File: src/rtl/mem_port_arbiter_if.sv
// Bundle of the split fetch/data requester ports and the shared LC-3b memory port.
// The master modport is the arbiter's view; slave is the CPU/memory side.
interface mem_port_arbiter_if #(
  parameter int WIDTH = 16
);
  logic             i_read;
  logic [WIDTH-1:0] i_address;
  logic [WIDTH-1:0] i_rdata;
  logic             i_resp;

  logic             d_read;
  logic             d_write;
  logic [1:0]       d_byte_enable;
  logic [WIDTH-1:0] d_address;
  logic [WIDTH-1:0] d_wdata;
  logic [WIDTH-1:0] d_rdata;
  logic             d_resp;

  logic             mem_read;
  logic             mem_write;
  logic [1:0]       mem_byte_enable;
  logic [WIDTH-1:0] mem_address;
  logic [WIDTH-1:0] mem_wdata;
  logic             mem_resp;
  logic [WIDTH-1:0] mem_rdata;

  modport master (
    input  i_read, i_address,
    output i_rdata, i_resp,
    input  d_read, d_write, d_byte_enable, d_address, d_wdata,
    output d_rdata, d_resp,
    output mem_read, mem_write, mem_byte_enable, mem_address, mem_wdata,
    input  mem_resp, mem_rdata
  );

  modport slave (
    output i_read, i_address,
    input  i_rdata, i_resp,
    output d_read, d_write, d_byte_enable, d_address, d_wdata,
    input  d_rdata, d_resp,
    input  mem_read, mem_write, mem_byte_enable, mem_address, mem_wdata,
    output mem_resp, mem_rdata
  );
endinterface

File: src/rtl/mem_port_arbiter.sv
// Shares one LC-3b memory port between an instruction-fetch requester and a data
// requester; serializes transactions and returns each response to its owner.
module mem_port_arbiter #(
  parameter int WIDTH            = 16,
  parameter bit FIXED_D_PRIORITY = 1'b0
) (
  input  logic              clk,
  input  logic              reset,
  mem_port_arbiter_if.master bus
);

  localparam logic [1:0] IDLE    = 2'd0;
  localparam logic [1:0] SERVE_I = 2'd1;
  localparam logic [1:0] SERVE_D = 2'd2;

  logic [1:0] state_r;
  logic [1:0] state_next_s;
  logic       last_grant_r;
  logic       last_grant_next_s;
  logic       i_pend_s;
  logic       d_pend_s;

  // Arbitration in IDLE from registered state; granted owner held until mem_resp.
  always_comb begin
    state_next_s      = state_r;
    last_grant_next_s = last_grant_r;
    i_pend_s          = bus.i_read;
    d_pend_s          = bus.d_read | bus.d_write;
    case (state_r)
      IDLE: begin
        if (i_pend_s && d_pend_s) begin
          // last_grant_r = 1 means D went last, so I wins the tie in round-robin.
          if (FIXED_D_PRIORITY || (last_grant_r == 1'b0)) begin
            state_next_s      = SERVE_D;
            last_grant_next_s = 1'b1;
          end else begin
            state_next_s      = SERVE_I;
            last_grant_next_s = 1'b0;
          end
        end else if (i_pend_s) begin
          state_next_s      = SERVE_I;
          last_grant_next_s = 1'b0;
        end else if (d_pend_s) begin
          state_next_s      = SERVE_D;
          last_grant_next_s = 1'b1;
        end else begin
          state_next_s = IDLE;
        end
      end
      SERVE_I, SERVE_D: begin
        if (bus.mem_resp) begin
          state_next_s = IDLE;
        end else begin
          state_next_s = state_r;
        end
      end
      default: begin
        state_next_s = IDLE;
      end
    endcase
  end

  // State and fairness bookkeeping; reset aborts any transaction in flight.
  always_ff @(posedge clk) begin
    if (reset) begin
      state_r      <= IDLE;
      last_grant_r <= 1'b1;
    end else begin
      state_r      <= state_next_s;
      last_grant_r <= last_grant_next_s;
    end
  end

  // Memory-side drive and response routing; strobes follow state, not the live request.
  always_comb begin
    bus.mem_read        = 1'b0;
    bus.mem_write       = 1'b0;
    bus.mem_byte_enable = 2'b11;
    bus.mem_address     = {WIDTH{1'b0}};
    bus.mem_wdata       = {WIDTH{1'b0}};
    bus.i_resp          = 1'b0;
    bus.d_resp          = 1'b0;
    case (state_r)
      SERVE_I: begin
        bus.mem_read    = 1'b1;
        bus.mem_address = bus.i_address;
        bus.i_resp      = bus.mem_resp;
      end
      SERVE_D: begin
        bus.mem_address = bus.d_address;
        bus.d_resp      = bus.mem_resp;
        if (bus.d_write) begin
          bus.mem_write       = 1'b1;
          bus.mem_wdata       = bus.d_wdata;
          bus.mem_byte_enable = bus.d_byte_enable;
        end else begin
          bus.mem_read = 1'b1;
        end
      end
      default: begin
        bus.mem_read = 1'b0;
      end
    endcase
  end

  assign bus.i_rdata = bus.mem_rdata;
  assign bus.d_rdata = bus.mem_rdata;

endmodule

File: src/flat_wrapper.sv
// flat-port wrapper written by rule: the top's interface ports become plain ports
module mem_port_arbiter_flat 
#(
  parameter int WIDTH            = 16,
  parameter bit FIXED_D_PRIORITY = 1'b0
)
  (clk, reset, bus_i_read, bus_i_address, bus_i_rdata, bus_i_resp, bus_d_read, bus_d_write, bus_d_byte_enable, bus_d_address, bus_d_wdata, bus_d_rdata, bus_d_resp, bus_mem_read, bus_mem_write, bus_mem_byte_enable, bus_mem_address, bus_mem_wdata, bus_mem_resp, bus_mem_rdata);
  mem_port_arbiter_if #(.WIDTH(WIDTH)) bus_i ();
  input  logic clk;
  input  logic reset;
  input wire logic [$bits(bus_i.i_read)-1:0] bus_i_read;
  input wire logic [$bits(bus_i.i_address)-1:0] bus_i_address;
  output wire logic [$bits(bus_i.i_rdata)-1:0] bus_i_rdata;
  output wire logic [$bits(bus_i.i_resp)-1:0] bus_i_resp;
  input wire logic [$bits(bus_i.d_read)-1:0] bus_d_read;
  input wire logic [$bits(bus_i.d_write)-1:0] bus_d_write;
  input wire logic [$bits(bus_i.d_byte_enable)-1:0] bus_d_byte_enable;
  input wire logic [$bits(bus_i.d_address)-1:0] bus_d_address;
  input wire logic [$bits(bus_i.d_wdata)-1:0] bus_d_wdata;
  output wire logic [$bits(bus_i.d_rdata)-1:0] bus_d_rdata;
  output wire logic [$bits(bus_i.d_resp)-1:0] bus_d_resp;
  output wire logic [$bits(bus_i.mem_read)-1:0] bus_mem_read;
  output wire logic [$bits(bus_i.mem_write)-1:0] bus_mem_write;
  output wire logic [$bits(bus_i.mem_byte_enable)-1:0] bus_mem_byte_enable;
  output wire logic [$bits(bus_i.mem_address)-1:0] bus_mem_address;
  output wire logic [$bits(bus_i.mem_wdata)-1:0] bus_mem_wdata;
  input wire logic [$bits(bus_i.mem_resp)-1:0] bus_mem_resp;
  input wire logic [$bits(bus_i.mem_rdata)-1:0] bus_mem_rdata;
  assign bus_i.i_read = bus_i_read;
  assign bus_i.i_address = bus_i_address;
  assign bus_i_rdata = bus_i.i_rdata;
  assign bus_i_resp = bus_i.i_resp;
  assign bus_i.d_read = bus_d_read;
  assign bus_i.d_write = bus_d_write;
  assign bus_i.d_byte_enable = bus_d_byte_enable;
  assign bus_i.d_address = bus_d_address;
  assign bus_i.d_wdata = bus_d_wdata;
  assign bus_d_rdata = bus_i.d_rdata;
  assign bus_d_resp = bus_i.d_resp;
  assign bus_mem_read = bus_i.mem_read;
  assign bus_mem_write = bus_i.mem_write;
  assign bus_mem_byte_enable = bus_i.mem_byte_enable;
  assign bus_mem_address = bus_i.mem_address;
  assign bus_mem_wdata = bus_i.mem_wdata;
  assign bus_i.mem_resp = bus_mem_resp;
  assign bus_i.mem_rdata = bus_mem_rdata;
  mem_port_arbiter #(.WIDTH(WIDTH), .FIXED_D_PRIORITY(FIXED_D_PRIORITY)) u_core (.clk(clk), .reset(reset), .bus(bus_i));
endmodule
File: config.mk
export PLATFORM = sky130hd
export DESIGN_NAME = mem_port_arbiter_flat
export DESIGN_NICKNAME = d
export VERILOG_FILES = /design/src/rtl/mem_port_arbiter_if.sv /design/src/rtl/mem_port_arbiter.sv /design/src/flat_wrapper.sv
export SDC_FILE = /design/constraint.sdc
export NUM_CORES = 1
export LEC_CHECK = 0
export BUFFER_PORTS_ARGS = -buffer_cell sky130_fd_sc_hd__buf_2
export CELL_PAD_IN_SITES_DETAIL_PLACEMENT = 2
export CELL_PAD_IN_SITES_GLOBAL_PLACEMENT = 2
export CORE_MARGIN = 3
export CORE_UTILIZATION = 11
export CTS_CLUSTER_DIAMETER = 120
export DETAILED_ROUTE_END_ITERATION = 6
export PLACE_DENSITY_LB_ADDON = 0.1
export REMOVE_ABC_BUFFERS = 1
export SYNTH_ARGS = -nofsm -noshare
export SYNTH_HDL_FRONTEND = slang
export SYNTH_SLANG_ARGS = --single-unit
File: constraint.sdc
create_clock -name clk -period 1.6 [get_ports clk]
set_clock_uncertainty 0.05 [all_clocks]
set_input_delay 0.16 -clock clk [delete_from_list [all_inputs] [get_ports clk]]
set_output_delay 0.16 -clock clk [all_outputs]
set_load 0.005 [all_outputs]
## After elaboration in Yosys (flattened, before gate mapping)

Index checks and enable logic that the tools add are counted.

| operators by class | value |
|---|---|
| bitwise operators | 1 |
| equal/unequal tests | 3 |
| muxes and demuxes | 21 |
| reduce and logical (&&, ||, !) cells | 5 |

Operators by type and width:

| cell | number |
|---|---|
| 16-bit 2-to-1 mux | 2 |
| 16-bit case mux with 2 select lines | 1 |
| 2-bit 2-to-1 mux | 7 |
| 1-bit 2-to-1 mux | 9 |
| 2-bit case mux with 2 select lines | 1 |
| 3-bit nonzero test | 1 |
| 2-bit by 1-bit == test with 1-bit output (second input constant) | 1 |
| 2-bit == test (second input constant) | 1 |
| 2-bit zero test | 1 |
| 2-bit inequality test (second input constant) | 1 |
| 1-bit case mux with 2 select lines | 1 |
| 2-bit AND reduction | 1 |
| 2-bit OR reduction | 1 |
| 1-bit logical AND | 1 |
| 1-bit OR | 1 |

| word-level totals | value |
|---|---|
| word-level logic and storage cells | 32 |
| output and inout port bits | 70 |
| bits of input ports | 72 |
| flip-flop bits (word level) | 3 |

## Logic depth before layout (Yosys ltp)

Gate-level depths: netlist of run 1.

| depth | value |
|---|---|
| depth after elaboration | 5 |
| mapped depth | 6 |
| depth with buffers taken out | 5 |

## Worst setup path after synthesis of run 1

No wires, ideal clock.

| path | value |
|---|---|
| kind | reg2out |
| from | reg u_core.state_r[0] |
| to | out bus_mem_read |
| cell stages (with the launch flop) | 6 |
| data required time | 1.390 ns |
| slack | 0.281 ns |
| arrival time | 1.109 ns |
| buffers on the path | 1 |
| cell sequence | dfxtp_1 inv_1 ha_1 buf_4 and2b_1 o21a_1 |

| between the ends | value |
|---|---|
| longest elaborated chain between the ends | 2 |
| elaborated cells on any way between the ends | 3 |
| those cells by class | eq/ne (2); mux (1) |

Ends and longest elaborated chain:

| what | line | text |
|---|---|---|
| from (decl) | mem_port_arbiter.sv:16 | `logic [1:0] state_r;` |
| from (signal assigned) | mem_port_arbiter.sv:69 | `state_r <= state_next_s;` |
| 2-bit == test / 2-bit by 1-bit == test with 1-bit output (equally long branches) | mem_port_arbiter.sv:83 | `case (state_r)` |
| 1-bit case mux with 2 select lines (*) | mem_port_arbiter.sv:83 |  |
| to (decl) | flat_wrapper.sv:22 | `output wire logic [$bits(bus_i.mem_read)-1:0] bus_mem_read;` |

Every way passes the cells marked *; elsewhere a longest branch is shown, timed or not.

## Final worst setup path of run 1

| path | value |
|---|---|
| from | reg u_core.state_r[0] |
| to | out bus_mem_address[3] |

| between the ends | value |
|---|---|
| longest elaborated chain between the ends | 2 |
| elaborated cells on any way between the ends | 3 |
| those cells by class | eq/ne (2); mux (1) |

Ends and longest elaborated chain:

| what | line | text |
|---|---|---|
| 2-bit == test / 2-bit by 1-bit == test with 1-bit output (equally long branches) | mem_port_arbiter.sv:83 |  |
| 16-bit case mux with 2 select lines (*) | mem_port_arbiter.sv:83 |  |
| to (decl) | flat_wrapper.sv:25 | `output wire logic [$bits(bus_i.mem_address)-1:0] bus_mem_address;` |

Marked as above.

==> results.py, run 1 <==
metrics = {
    "status": {
        "status": "completed",
    },
    "yosys": {
        "syn-cell-area_um2": 855,
        "synth_top_cell_area_share_pct": 31.6,
        "yosysTopAreaCell": "buf_4",
        "synth-seq-cells": 3,
        "synth.distinct_cells": 20,
        "yosysWarnings": 0,
        "synthCells": 116,
        "synthTopCellsByArea": "buf_4 32%, a22oi_1 14%, and3_1 12%",
        "yosysSeqAreaShare_pct": 7.03,
        "avgSynthCellArea_um2": 7.37,
    },
    "clock_tree": {
        "numCtsBuffers": 3,
        "clkLatencyLatePin_ns": 0.21,
        "clock-sinks": 3,
        "cts_buffer_depth": 2,
        "path_clk_slew_ns": 0.03,
        "cts_tree": "built",
        "clock-root-buffer": "clkbuf_8",
        "cts_htree_levels": 1,
    },
    "die": {
        "initial_core_util_pct": 11.5,
        "die_w_um": 94.1,
        "dieArea_mm2": 0.00886,
        "pin_count": 142,
        "coreArea_mm2": 0.00741,
        "fp-row-count": 31,
        "die_h_um": 94.1,
    },
    "timing": {
        "tightest_slew_ns": 0.281,
        "report.final.slew_viol_count": 0,
        "timing.fmax_ghz": 0.640,
        "relSlewSlack_pct": 81.3,
        "setup_viol": 0,
        "worst_hold_slack_ns": 0.0980,
        "grt_setup_unrepaired": "yes",
        "finalHoldViolCount": 0,
        "period_minus_slack_ns": 1.56,
        "fin_crit_sh_pct": 97.6,
    },
    "finish": {
        "area_growth_syn_to_layout_pct": 66.2,
        "final_common_cell": "buf_2",
        "num_antenna_cells": 0,
        "fin_cells": 283,
        "final_cell_mix": "93 x buf_2, 16 x and3_1, 15 x nor2b_1",
        "drive_gt1_share_pct": 67.9,
        "nNetsFinal": 261,
    },
    "route": {
        "drc": 0,
        "routed-via-count": 1062,
        "drt_first_pass_iters": 4,
        "drt_wl_total_um": 4750,
        "viasPerCell": 3.75,
        "ant_nets": 0,
        "wire_per_inst_um": 16.8,
        "dr.first_iter.drc_count": 8,
    },
    "power_and_ir_drop": {
        "finalPower_w": 0.000829,
        "leakage_nw": 0.750,
        "max-vdd-ir-drop_v": 0.000277,
        "power.density_mw_per_mm2": 584,
    },
    "global_routing": {
        "grt_overflow": 0,
        "grt_first_pass_wirelength_um": 6440,
        "grt_util_all_layers_pct": 9.71,
        "grt_max_degree": 20,
        "grt_pass1_vias": 1039,
        "antenna_found_initial": 0,
    },
    "hold_path": {
        "hold_start": "reset",
        "whs_path_depth": 2,
        "min_path_type": "input pin to register",
        "hold_end": "u_core.state_r[0]$_SDFFE_PP0P_",
    },
    "critical_path": {
        "cp_max_fo": 11,
        "r2r-end": "u_core.state_r[0]$_SDFFE_PP0P_",
        "startpoint_type": "register",
        "crit_type": "register to output port",
        "rr_worst_depth": 7,
        "reg2reg_from": "u_core.state_r[1]$_SDFFE_PP0P_",
        "r2r_slack_ns": 0.15,
        "cp.required_ns": 1.39,
        "cp-end-kind": "output port",
        "crit_start": "u_core.state_r[0]$_SDFFE_PP0P_",
        "worst_ep_arrival_time_ns": 1.35,
    },
    "placed_design": {
        "place.gp.congestion": 0.638,
        "hpwl_um": 3950,
        "placedCellCount": 273,
        "port_buffers": 93,
    },
    "run": {
        "drv_cap": 0,
    },
}
==> worst max-delay path by stage <==
stage | slack (ns) | endpoint | cells past startpoint
after CTS | 0.01 | bus_mem_address[11] | 6
after global routing | -0.03 | bus_mem_address[3] | 6
final | 0.04 | bus_mem_address[3] | 6
after detailed placement | -0.09 | u_core.state_r[0]$_SDFFE_PP0P_ | 5
after global placement | 0.01 | bus_mem_address[5] | 4
after floorplan | 0.13 | bus_mem_address[0] | 4
==> critical path, stage by stage, from the launching register on <==
cell     delay, ns
dfxtp_4       0.37
inv_4         0.05
ha_4          0.19
buf_12        0.15
a22oi_1       0.18
nor2b_1       0.06
buf_2         0.13
==> sequential cells by signal, indices dropped and copies added, names as in the netlist <==
name	count
u_core.last_grant_r	1
u_core.state_r	2
==> final cells by class <==
cell class,instances,area [µm²]
fillers,900,5990
repair buffers,103,588
multi-input cells,72,586
well taps,99,124
flip-flops and latches,3,67.6
clock buffers,4,45.0
inverters,2,10.0
==> synth_stat cells <==
library cell	number
dfxtp_1	3
inv_1	2
nand2_1	4
nor2_2	1
nand4b_1	1
o21a_1	1
and2b_1	2
nand2b_1	3
and3_1	16
nor3b_1	1
and2_1	3
a21oi_1	2
buf_4	36
a211o_1	1
o2111ai_1	1
a22oi_1	16
buf_6	1
buf_2	2
nor2b_1	16
ha_1	4
==> stage by stage <==
| step | util (%) | setup WS [ns] | cell area [µm²] | TNS, ns |
|---|---|---|---|---|
| final | 19.2 | 0.0381 | 1420 | 0 |
| after global routing | 19.2 | -0.0266 | 1420 | -0.0503 |
| after CTS | 17.5 | 0.0117 | 1290 | 0 |
| after detailed placement | 16.1 | -0.0879 | 1190 | -0.869 |
| after global placement | 16.1 | 0.0129 | 1190 | 0 |
| after floorplan | - | 0.126 | 563 | 0 |
==> power by group <==
part	internal (W)	switching, W
clock	0.000170	0.0000494
combinational	0.000287	0.000221
sequential	0.0000867	0.0000147
==> cells by family (layout without fill, tap and decap cells) <==
group / count (synthesis) / count (layout) / synth area share, %
AO/OA/AOI/OAI: 21 / 21 / 18.2
buffers and inverters: 41 / 109 / 35.0
adder cells (fa/ha/maj): 4 / 4 / 5.86
AND/OR/NAND/NOR: 47 / 47 / 34.0
flip-flops: 3 / 3 / 7.03
==> metal layers <==
layer	vias up	global-route usage [%]	part of all wire (%)
met5	-	1.28	0
met4	0	0.361	0.021
met3	2	7.13	15
met2	87	14.4	44
met1	467	11.8	41
li1	506	-	-
==> timing repair <==
item / in CTS / in global routing
hold buffers: 0 / 0
endpoints found under the setup margin: 35 / 32
endpoints found under the hold margin: 0 / 0
setup buffers: 0 / 6
pin swaps: 0 / 2
gates resized for setup: 14 / 17
Note: power is estimated with default switching activity, not from simulation.
==> inputs of run 2 (changes only) <==
--- a/config.mk
+++ b/config.mk
@@ -5,11 +5,12 @@
 export SDC_FILE = /design/constraint.sdc
 export NUM_CORES = 1
 export LEC_CHECK = 0
+export ABC_AREA = 1
 export BUFFER_PORTS_ARGS = -buffer_cell sky130_fd_sc_hd__buf_2
 export CELL_PAD_IN_SITES_DETAIL_PLACEMENT = 2
 export CELL_PAD_IN_SITES_GLOBAL_PLACEMENT = 2
 export CORE_MARGIN = 3
-export CORE_UTILIZATION = 11
+export CORE_UTILIZATION = 10
 export CTS_CLUSTER_DIAMETER = 120
 export DETAILED_ROUTE_END_ITERATION = 6
 export PLACE_DENSITY_LB_ADDON = 0.1
==> results.py, run 2 <==
metrics = {
    "status": {
        "status": "completed",
    },
    "timing": {
        "report.final.slew_viol_count": 0,
        "timing.fmax_ghz": 0.663,
        "setup-tns-final_ns": 0,
        "period_minus_slack_ns": 1.51,
        "grt_setup_unrepaired": "no",
        "tightest_slew_ns": 0.216,
        "relSlewSlack_pct": 85.6,
        "setup_viol": 0,
        "finalHoldViolCount": 0,
        "fin_crit_sh_pct": 94.2,
    },
    "finish": {
        "final_common_cell": "buf_2",
        "postLayoutCellArea_mm2": 0.00136,
        "top_register": "u_core.state_r",
        "regArea_um2": 65.1,
        "reg_top3": "u_core.state_r x2, u_core.last_grant_r x1",
        "largest_reg_flops": 2,
        "multi_input_area_um2": 499,
        "num_antenna_cells": 0,
        "drive_gt1_share_pct": 52.9,
        "nNetsFinal": 300,
        "n_fill_cell": 1029,
        "utilization_pct": 16.3,
        "area_growth_syn_to_layout_pct": 57.1,
        "final_cell_mix": "93 x buf_2, 40 x nand2_1, 23 x inv_1",
    },
    "die": {
        "pin_count": 142,
        "initial_core_util_pct": 10.4,
        "coreArea_mm2": 0.00830,
        "die_w_um": 98.9,
        "die_h_um": 98.9,
        "dieArea_mm2": 0.00978,
        "fp-row-count": 33,
    },
    "power_and_ir_drop": {
        "clkPwrFrac_pct": 32.9,
        "finalPower_w": 0.000669,
        "seq_power_share_pct": 14.6,
        "internal-power_w": 0.000418,
        "leakage_nw": 0.786,
        "power.density_mw_per_mm2": 493,
        "max-vdd-ir-drop_v": 0.000403,
        "p_switching_w": 0.000251,
        "switching_share_pct": 37.5,
        "power.share.combinational_pct": 52.5,
    },
    "critical_path": {
        "r2r_slack_ns": 0.36,
        "crit_slowest_cell": "dfxtp_2",
        "rr_worst_depth": 7,
        "cpMostUsedCell": "inv_4",
        "r2r-end": "u_core.state_r[0]$_SDFFE_PP0P_",
        "cp_max_fo": 17,
        "reg2reg_from": "u_core.state_r[0]$_SDFFE_PP0P_",
        "worst_ep_arrival_time_ns": 1.30,
        "crit_type": "register to output port",
        "cp.required_ns": 1.39,
        "startpoint_type": "register",
        "crit_end": "bus_mem_read",
        "crit_start": "u_core.state_r[0]$_SDFFE_PP0P_",
        "slowest_delay_ns": 0.36,
        "worstPathCellList": "inv_4, ha_4, inv_4, nor2_1, buf_2",
        "cp-end-kind": "output port",
    },
    "yosys": {
        "synth.distinct_cells": 15,
        "yosysWarnings": 0,
        "synth-seq-cells": 3,
        "ys.flop_type": "dfxtp_1",
        "synth-edff-count": 0,
        "synthCells": 160,
        "synthTopCellsByArea": "buf_4 31%, nand2_1 17%, inv_1 11%",
        "yosys-top-cells-count": "40 x nand2_1, 36 x buf_4, 25 x inv_1, 22 x nor2_1, 18 x a21oi_1",
        "yosysSeqAreaShare_pct": 6.96,
        "synth_most_common_cell": "nand2_1",
        "syn-cell-area_um2": 863,
        "async_flop_share_pct": 0,
        "avgSynthCellArea_um2": 5.40,
        "yosysTopAreaCell": "buf_4",
        "synth_top_cell_area_share_pct": 31.3,
    },
    "clock_tree": {
        "clkLatencyLatePin_ns": 0.22,
        "clock-root-buffer": "clkbuf_8",
        "cts_setup_buffers": 0,
        "path_clk_slew_ns": 0.03,
        "numCtsBuffers": 3,
        "cts_htree_levels": 1,
        "cts_tree": "built",
        "clock-sinks": 3,
        "holdBufCountCts": 0,
        "cts-resized-gates": 7,
        "cts_buffer_depth": 2,
    },
    "route": {
        "drt_wl_total_um": 4300,
        "viasPerCell": 3.52,
        "drc": 0,
        "ant_nets": 0,
        "wire_per_inst_um": 13.1,
        "routed-via-count": 1156,
        "dr.first_iter.drc_count": 9,
        "drt_first_pass_iters": 3,
    },
    "global_routing": {
        "grt_util_all_layers_pct": 8.25,
        "grt_max_degree": 18,
        "grt_overflow": 0,
        "antenna_found_initial": 0,
        "grt_pass1_vias": 1232,
        "grt_first_pass_wirelength_um": 6550,
    },
    "placed_design": {
        "hpwl_um": 3770,
        "post_dp_cell_area_mm2": 0.00121,
        "port_buffers": 93,
        "place.gp.congestion": 0.643,
    },
    "hold_path": {
        "min_path_type": "input pin to register",
    },
    "run": {
        "drv_cap": 0,
    },
}
## run 2: how the worst min path moves through the flow
stage,startpoint,to,slack [ns],depth (start not counted)
finish,reset,u_core.state_r[0]$_SDFFE_PP0P_,0.08,2
CTS,reset,u_core.state_r[0]$_SDFFE_PP0P_,0.09,2
detailed placement,bus_mem_rdata[14],bus_i_rdata[14],0.27,0
global placement,bus_mem_rdata[14],bus_i_rdata[14],0.27,0
floorplan,reset,u_core.state_r[1]$_SDFFE_PP0P_,0.18,1
global route,reset,u_core.state_r[1]$_SDFFE_PP0P_,0.08,2
## run 2: critical path: cells and delay by family (launching register included)
family	cells	cell delay (ns)
AND/OR/NAND/NOR	1	0.07
buffers and inverters	3	0.38
adder cells (fa/ha/maj)	1	0.26
flip-flops	1	0.36
## run 2: area by class of cell
class / count / area share [%]
Timing Repair Buffer: 97 / 37.6
Multi-Input combinational cell: 93 / 36.8
Tap cell: 105 / 9.69
Inverter: 26 / 7.75
Sequential cell: 3 / 4.80
Clock buffer: 4 / 3.32
## run 2: power by group through the flow
stage	combinational (W)	clock, W	sequential [W]
2_1_floorplan	0.000143	0	0.0000900
3_3_place_gp	0.000320	0	0.0000913
3_5_place_dp	0.000317	0	0.0000914
4_1_cts	0.000339	0.000226	0.0000910
5_1_grt	0.000402	0.000236	0.000100
6_report	0.000351	0.000220	0.0000976
## run 2: cells by family after synthesis
family,count (synthesis),share of synthesized area [%]
AND/OR/NAND/NOR,70,32.5
flip-flops,3,6.96
AO/OA/AOI/OAI,19,11.0
adder cells (fa/ha/maj),4,5.80
buffers and inverters,64,43.8
## run 2: through the flow
step           cells  setup WS [ns]  hold slack, ns
2_1_floorplan    122          0.181           0.179
3_3_place_gp     324          0.135           0.270
3_5_place_dp     324          0.136           0.270
4_1_cts          328        -0.0271          0.0859
5_1_grt          328        0.00924          0.0788
6_report         328         0.0928          0.0765
## run 2: metal layers
metal,track usage (%),vias to the layer above,wire (µm)
met5,0,-,0
met4,1.26,0,25
met3,3.26,3,442
met2,13.8,65,2060
met1,10.2,522,1770
li1,-,566,-
==> inputs of run 3 (changes only) <==
--- a/config.mk
+++ b/config.mk
@@ -13,6 +13,7 @@
 export CORE_UTILIZATION = 10
 export CTS_CLUSTER_DIAMETER = 120
 export DETAILED_ROUTE_END_ITERATION = 6
+export HOLD_SLACK_MARGIN = 0.1
 export PLACE_DENSITY_LB_ADDON = 0.1
 export REMOVE_ABC_BUFFERS = 1
 export SYNTH_ARGS = -nofsm -noshare
==> results.py, run 3 (synthesis results as in run 2) <==
metrics = {
    "route": {
        "drt_first_pass_iters": 3,
        "viasPerCell": 3.53,
        "routed-via-count": 1160,
        "wl_met3_um": 445,
        "ant_nets": 0,
        "dr.first_iter.drc_count": 9,
        "drc": 0,
        "route.met2.wl_um": 2070,
        "highest-signal-layer": "met4",
        "drt-met1-wl_um": 1760,
        "drt_wl_total_um": 4300,
        "wire_per_inst_um": 13.1,
    },
    "placed_design": {
        "place_ws_ns": 0.136,
        "port_buffers": 93,
        "place.gp.congestion": 0.643,
        "hpwl_um": 3770,
    },
    "die": {
        "fp-row-count": 33,
        "dieArea_mm2": 0.00978,
        "die_h_um": 98.9,
        "pin_count": 142,
        "initial_core_util_pct": 10.4,
        "die_w_um": 98.9,
        "coreArea_mm2": 0.00830,
    },
    "clock_tree": {
        "cts_buffer_depth": 2,
        "clkLatencyLatePin_ns": 0.22,
        "numCtsBuffers": 3,
        "cts_setup_buffers": 0,
        "clock-sinks": 3,
        "path_clk_slew_ns": 0.03,
        "cts_tree": "built",
        "clock-root-buffer": "clkbuf_8",
        "cts_htree_levels": 1,
    },
    "timing": {
        "fin_crit_sh_pct": 94.2,
        "setup_viol": 0,
        "finalHoldViolCount": 0,
        "relSlewSlack_pct": 85.6,
        "timing.final.ws_setup_ns": 0.0928,
        "report.final.slew_viol_count": 0,
        "tightest_slew_ns": 0.216,
        "grt_setup_unrepaired": "no",
        "timing.fmax_ghz": 0.663,
        "period_minus_slack_ns": 1.51,
    },
    "power_and_ir_drop": {
        "p_switching_w": 0.000251,
        "seq_power_share_pct": 14.5,
        "leakage_nw": 0.790,
        "switching_share_pct": 37.4,
        "power.share.combinational_pct": 52.6,
        "max-vdd-ir-drop_v": 0.000403,
        "finalPower_w": 0.000671,
        "internal-power_w": 0.000420,
        "power.density_mw_per_mm2": 491,
        "clkPwrFrac_pct": 32.8,
    },
    "finish": {
        "top_register": "u_core.state_r",
        "final_common_cell": "buf_2",
        "nNetsFinal": 301,
        "final_cell_mix": "93 x buf_2, 40 x nand2_1, 23 x inv_1",
        "largest_reg_flops": 2,
        "area_growth_syn_to_layout_pct": 58.3,
        "drive_gt1_share_pct": 52.7,
        "n_fill_cell": 1030,
        "num_antenna_cells": 0,
        "reg_top3": "u_core.state_r x2, u_core.last_grant_r x1",
    },
    "hold_path": {
        "min_path_type": "input pin to register",
        "hold_start": "bus_mem_resp",
        "whs_path_depth": 4,
        "hold_end": "u_core.state_r[1]$_SDFFE_PP0P_",
    },
    "critical_path": {
        "crit_type": "register to output port",
        "cp.required_ns": 1.39,
        "startpoint_type": "register",
        "cp-end-kind": "output port",
        "r2r_slack_ns": 0.36,
        "crit_start": "u_core.state_r[0]$_SDFFE_PP0P_",
        "r2r-end": "u_core.state_r[0]$_SDFFE_PP0P_",
        "rr_worst_depth": 7,
        "cp_max_fo": 17,
        "worst_ep_arrival_time_ns": 1.30,
        "reg2reg_from": "u_core.state_r[0]$_SDFFE_PP0P_",
    },
    "global_routing": {
        "grt_overflow": 0,
        "grt_pass1_vias": 1226,
        "antenna_found_initial": 0,
        "grt_util_all_layers_pct": 8.24,
        "grt_max_degree": 18,
        "grt_first_pass_wirelength_um": 6530,
    },
    "status": {
        "status": "completed",
    },
    "run": {
        "drv_cap": 0,
    },
}
[run 3: critical path, stage by stage (launching register included)]
cell and delay (ns):
dfxtp_2 0.36, inv_4 0.07, ha_4 0.26, inv_4 0.18, nor2_1 0.07, buf_2 0.13
[run 3: power groups by stage]
stage                     Sequential (W)  Combinational [W]  Clock, W
final                          0.0000976           0.000353  0.000220
after global routing            0.000100           0.000404  0.000236
after CTS                      0.0000910           0.000341  0.000226
after detailed placement       0.0000914           0.000317         0
after global placement         0.0000913           0.000320         0
after floorplan                0.0000900           0.000143         0
[run 3: layout make-up]
type	instances	area (µm²)	share of cell area (%)
Clock buffer	4	45.0	3.30
Multi-Input combinational cell	93	499	36.5
Sequential cell	3	65.1	4.76
Inverter	26	105	7.69
Tap cell	105	131	9.62
Timing Repair Buffer	98	520	38.1
[run 3: worst max-delay path by stage]
stage                          to  slack [ns]  cells after the start
3_3_place_gp   bus_mem_address[3]        0.13                      5
2_1_floorplan    bus_mem_wdata[0]        0.18                      4
5_1_grt        bus_mem_address[9]       0.009                      5
3_5_place_dp   bus_mem_address[5]        0.14                      5
6_report             bus_mem_read        0.09                      5
4_1_cts        bus_mem_address[4]       -0.03                      6
[run 3: routing by layer]
metal  global-route usage, %  vias to the layer above
li1                        -                      568
met1                    10.1                      524
met2                    13.8                       65
met3                    3.26                        3
met4                    1.26                        0
met5                       0                        -
[run 3: stage by stage]
stage                     cell area, µm²  TNS, ns  cells  hold slack, ns  utilization, %
after floorplan                      583        0    122           0.179               -
after global placement              1210        0    324           0.270            14.6
after detailed placement            1210        0    324           0.270            14.6
after CTS                           1290   -0.237    329           0.229            15.6
after global routing                1370        0    329           0.231            16.5
final                               1370        0    329           0.207            16.5
[run 3: timing repair]
action / in CTS / in global routing
hold endpoints to repair: 2 / 0
gates cloned: 0 / 0
gates resized for setup: 7 / 18
endpoints found under the setup margin: 35 / 23
hold buffers: 1 / 0
